[src/rtl/rgb2luma.sv]
// RGB to luma converter: Y = (77R + 150G + 29B + 128) >> 8.
// Two-stage pipeline (products, then rounded sum) with valid/ready flow control on both ports.
module rgb2luma #(
    parameter int ChannelWidth = 8
) (
    input  logic                      clk_i,
    input  logic                      reset_i,
    input  logic [3*ChannelWidth-1:0] data_i,
    input  logic                      valid_i,
    output logic                      ready_o,
    output logic                      valid_o,
    output logic [ChannelWidth-1:0]   data_o,
    input  logic                      ready_i
);

    // Each coefficient is below 256, so a product needs ChannelWidth+8 bits.
    localparam int ProdWidth = ChannelWidth + 8;
    localparam int SumWidth  = ChannelWidth + 10;
    localparam logic [SumWidth-1:0] RoundConst = SumWidth'(128);

    logic [2:0][ProdWidth-1:0] prod_next;
    logic [2:0][ProdWidth-1:0] prod_reg;
    logic                      v1_reg;
    logic                      v2_reg;
    logic [SumWidth-1:0]       sum_next;
    logic [ChannelWidth-1:0]   luma_next;
    logic [ChannelWidth-1:0]   luma_reg;
    logic                      s1_en;
    logic                      s2_en;
    logic                      unused_sum_bits;

    // Channel 0 is B (LSBs), channel 2 is R (MSBs).
    genvar gi;
    generate
        for (gi = 0; gi < 3; gi++) begin : g_chan
            localparam logic [7:0] Coef = (gi == 2) ? 8'd77 : ((gi == 1) ? 8'd150 : 8'd29);
            logic [ProdWidth-1:0] chan_ext;
            assign chan_ext      = {8'd0, data_i[gi*ChannelWidth +: ChannelWidth]};
            assign prod_next[gi] = chan_ext * ProdWidth'(Coef);
        end
    endgenerate

    assign sum_next = SumWidth'(prod_reg[0]) + SumWidth'(prod_reg[1])
                    + SumWidth'(prod_reg[2]) + RoundConst;
    // Coefficients total 256, so the shifted sum always fits in ChannelWidth bits.
    assign luma_next       = sum_next[ChannelWidth+7:8];
    assign unused_sum_bits = ^{sum_next[7:0], sum_next[SumWidth-1:ChannelWidth+8]};

    // A stage may load when it is empty or when the stage after it is moving.
    assign s2_en = !v2_reg || ready_i;
    assign s1_en = !v1_reg || s2_en;

    always_ff @(posedge clk_i) begin
        if (reset_i) begin
            v1_reg   <= 1'b0;
            v2_reg   <= 1'b0;
            prod_reg <= '0;
            luma_reg <= '0;
        end else begin
            if (s1_en) begin
                v1_reg   <= valid_i;
                prod_reg <= prod_next;
            end
            if (s2_en) begin
                v2_reg   <= v1_reg;
                luma_reg <= luma_next;
            end
        end
    end

    // Handshakes are masked while reset is held so no transfer is ever reported then.
    assign ready_o = s1_en && !reset_i;
    assign valid_o = v2_reg && !reset_i;
    assign data_o  = luma_reg;

endmodule

[config.mk]
export PLATFORM = sky130hd
export DESIGN_NAME = rgb2luma
export DESIGN_NICKNAME = d
export VERILOG_FILES = /design/src/rtl/rgb2luma.sv
export SDC_FILE = /design/constraint.sdc
export NUM_CORES = 1
export LEC_CHECK = 0
export CAP_MARGIN = 20
export CORE_MARGIN = 2
export CORE_UTILIZATION = 52
export DETAILED_ROUTE_END_ITERATION = 12
export MAX_ROUTING_LAYER = met4
export PLACE_DENSITY = 0.72
export SYNTH_ARGS = -nofsm -noshare
export SYNTH_HDL_FRONTEND = slang
export SYNTH_SLANG_ARGS = --single-unit
[constraint.sdc]
create_clock -name clk_i -period 10 [get_ports clk_i]
set_input_delay 1 -clock clk_i [delete_from_list [all_inputs] [get_ports clk_i]]
set_output_delay 1 -clock clk_i [all_outputs]
set_load 0.02 [all_outputs]
==> reports/qor.yml <==
status:
  outcome: "finished clean"
timing:
  setup_tns_ps: 0
  final_max_slew_viol_count: 0
  fin_crit_sh_pct: 46.4
  hold_viol_final: 0
  maxSlewHeadroom_pct: 62.6
  min_period_ps: 4640
  layout_setup_ws_ps: 5360
  whs_ps: 456
  skew_ps: 14.8
  finalSetupViolCount: 0
  tightest_slew_ps: 560
  rsz0062_at_grt: "no"
  max_freq_ghz: 0.215
drt:
  vias: 4392
  vias_per_cell: 5.32
  highest-signal-layer: "met4"
  drtIter0Drc: 158
  drtPass1Iterations: 4
  m1WireLength_um: 4990
  wirelength_um: 11200
  met2_length_um: 5660
  drcViolationCount: 0
  ant_nets: 0
  met3_length_um: 333
  wire_per_inst_um: 13.5
synth:
  synth.largest_area_cell: "ha_1"
  synth-compound-area-share_pct: 15.0
  seq_area_frac_synth_pct: 18.7
  synth_mux_area_share_pct: 0.352
  async_flop_share_pct: 0
  yosysUniqueCellTypes: 53
  syn_nets: 846
  synth_top_family_by_area: "adder cells"
  synth_adder_area_share_pct: 40.9
  synth_edf_count: 0
  synthSimpleGateAreaFrac_pct: 12.1
  ys_warn_count: 0
  netlist_instances: 655
  synth_xor_area_share_pct: 4.62
  syn-cell-area_um2: 5680
  netlist_top_cells_area: "ha_1 (28%), dfxtp_1 (19%), fa_1 (13%)"
  yosysTopAreaCellShare_pct: 27.5
  synth-seq-cells: 53
  syn_area_per_cell_um2: 8.68
  synthFlopType: "dfxtp_1"
setup_path:
  slowest_stage: "clkdlybuf4s50_1"
  start_kind: "input pin"
  crit_fanout: 4
  crit_chain: "clkdlybuf4s50_1 -> ha_1 -> ha_1 -> inv_1 -> fa_1 -> fa_1 -> inv_1 -> ha_1 -> a21boi_0 -> o21ai_0 -> o21ba_2 -> or4_1 -> o311ai_0"
  critical-path-max-stage-delay_ps: 600
  required_ps: 10200
  worstPathArrival_ps: 4840
  path_class: "in2reg"
  crit_top_cell: "ha_1"
  critPathCaptureType: "flop"
cts:
  clk_latency_ps: 310
  clock-sinks: 53
  cts_buffers: 5
  cts_tree: "yes"
  cts_buffer_depth: 2
  cts_resized: 0
  clk_pin_slew_ps: 100
  hold_buffers: 0
  cts-htree-levels: 2
  post-cts-setup-buffers: 0
  root_buffer: "clkbuf_8"
floorplanning:
  ios: 38
  die_area_um2: 11800
  fp.dieW_um: 109
  row_count: 38
  die_y_um: 109
  start_util_pct: 52.9
  core-area_um2: 10700
grt:
  grt_pass1_vias: 4388
  grt_util_all_layers_pct: 21.0
  grt_max_degree: 53
  gr-total-overflow: 0
  grt_antenna_before_repair: 0
  grt_pass1_wl_um: 19500
layout:
  drive_gt1_share_pct: 3.65
  final_nets: 875
  largest_reg_flops: 43
  diodes: 0
  area_growth_pct: 10.5
power:
  vdd_drop_max_v: 0.000150
  switchingPower_w: 0.000669
  power_frac_seq_pct: 21.1
  switching_share_pct: 46.7
  intPower_w: 0.000765
  p_clk_share_pct: 9.2
  leakage_nw: 3.17
  power_frac_comb_pct: 69.7
  power_density_nw_per_um2: 228
place:
  place_congestion: 0.900
  dp_slack_ps: 5070
  dp_hpwl_um: 9290
  io_buffers: 37
job:
  drv_cap: 0
hold_path:
  min_path_type: "reg2reg"
## area by class of cell
| type | count | area (um2) |
|---|---|---|
| Clock inverter | 2 | 16.3 |
| Fill cell | 979 | 4470 |
| Timing Repair Buffer | 41 | 395 |
| Tap cell | 140 | 175 |
| Sequential cell | 53 | 1060 |
| Inverter | 107 | 402 |
| Multi-Input combinational cell | 476 | 4150 |
| Clock buffer | 6 | 82.6 |
## synth_stat cells, drive strengths merged (4+ instances only)
cell type and instances:
nand3 8, o211ai 4, a21oi 49, inv 107, and2 4, dfxtp 53
a2111oi 4, nor3 12, nor2b 5, xor2 7, ha 125, o21ai 16
nand2 75, fa 38, a211oi 10, xnor2 23, buf 6, nor2 34
clkbuf 13, a21o 9, a211o 4
## cells by family (layout without fill, tap and decap cells)
family	Yosys count	count (layout)
muxes	2	2
DFF	53	53
buffers and inverters	126	156
adders and majority gates	163	163
AOI/OAI and AO/OA	125	125
xor gates and xnor gates	30	30
and+or+nand+nor	156	156
## metal layers
metal,track usage [%],vias to the layer above
met5,-,-
met4,5.04,0
met3,2.29,10
met2,36.8,67
met1,25.9,2055
li1,-,2260
## final timing paths
check        depth (start not counted)      endpoint          from  slack, ps
max                                 13  prod_reg[43]    data_i[21]       5360
min                                  2  prod_reg[26]  prod_reg[26]        460
max reg2reg                         12     data_o[4]   prod_reg[4]       6760
min reg2reg                          2  prod_reg[26]  prod_reg[26]        460
## worst max-delay path, delay by kind of cell
family | cells | cell delay (ps)
fa+ha+maj | 5 | 1880
compound gates | 4 | 880
buf+inv | 3 | 690
simple gates | 1 | 380
## per-stage QoR
stage	instance area [um2]	std cells	util, %	power [W]
finish	6280	825	58.4	0.00143
global route	6280	825	58.4	0.00160
CTS	6280	825	58.4	0.00144
detailed placement	6180	817	57.5	0.00129
global placement	6180	817	57.5	0.00126
floorplan	5680	655	-	0.00107
## cells in the final DEF (no fill, tap or decap), types with 2 or more instances in the layout
cell type | synthesis | final
mux2i_1 | 2 | 2
o21bai_1 | 3 | 3
a211oi_1 | 10 | 10
or2_2 | 2 | 2
o311ai_0 | 2 | 2
o31ai_1 | 3 | 3
o22ai_1 | 3 | 3
nor2_1 | 34 | 34
buf_4 | 0 | 4
dfxtp_1 | 53 | 53
fa_1 | 38 | 38
o211ai_1 | 4 | 4
a2111oi_0 | 2 | 2
clkbuf_8 | 0 | 6
inv_1 | 107 | 107
or3_1 | 3 | 3
xnor2_1 | 23 | 23
xor2_1 | 7 | 7
or4_1 | 2 | 2
nor4_1 | 2 | 2
nand2b_1 | 3 | 3
a21oi_1 | 49 | 49
o21a_1 | 3 | 3
a21o_1 | 9 | 9
nand4_1 | 3 | 3
o21ai_0 | 14 | 14
o21ai_2 | 2 | 2
a211o_1 | 4 | 4
nand3_1 | 8 | 8
clkdlybuf4s50_1 | 0 | 36
o31a_1 | 3 | 3
ha_1 | 125 | 125
nand2_1 | 75 | 75
and2_1 | 3 | 3
nor2b_1 | 5 | 5
nor3_1 | 12 | 12
and3_1 | 2 | 2
## power groups by stage
| stage | Combinational, W | Clock [W] | Sequential (W) |
|---|---|---|---|
| 2_1_floorplan | 0.000760 | 0 | 0.000314 |
| 5_1_grt | 0.00114 | 0.000143 | 0.000310 |
| 4_1_cts | 0.000997 | 0.000136 | 0.000304 |
| 3_5_place_dp | 0.000984 | 0 | 0.000309 |
| 6_report | 0.000999 | 0.000132 | 0.000303 |
| 3_3_place_gp | 0.000949 | 0 | 0.000306 |
No activity file was read; power rests on OpenSTA's default activity.
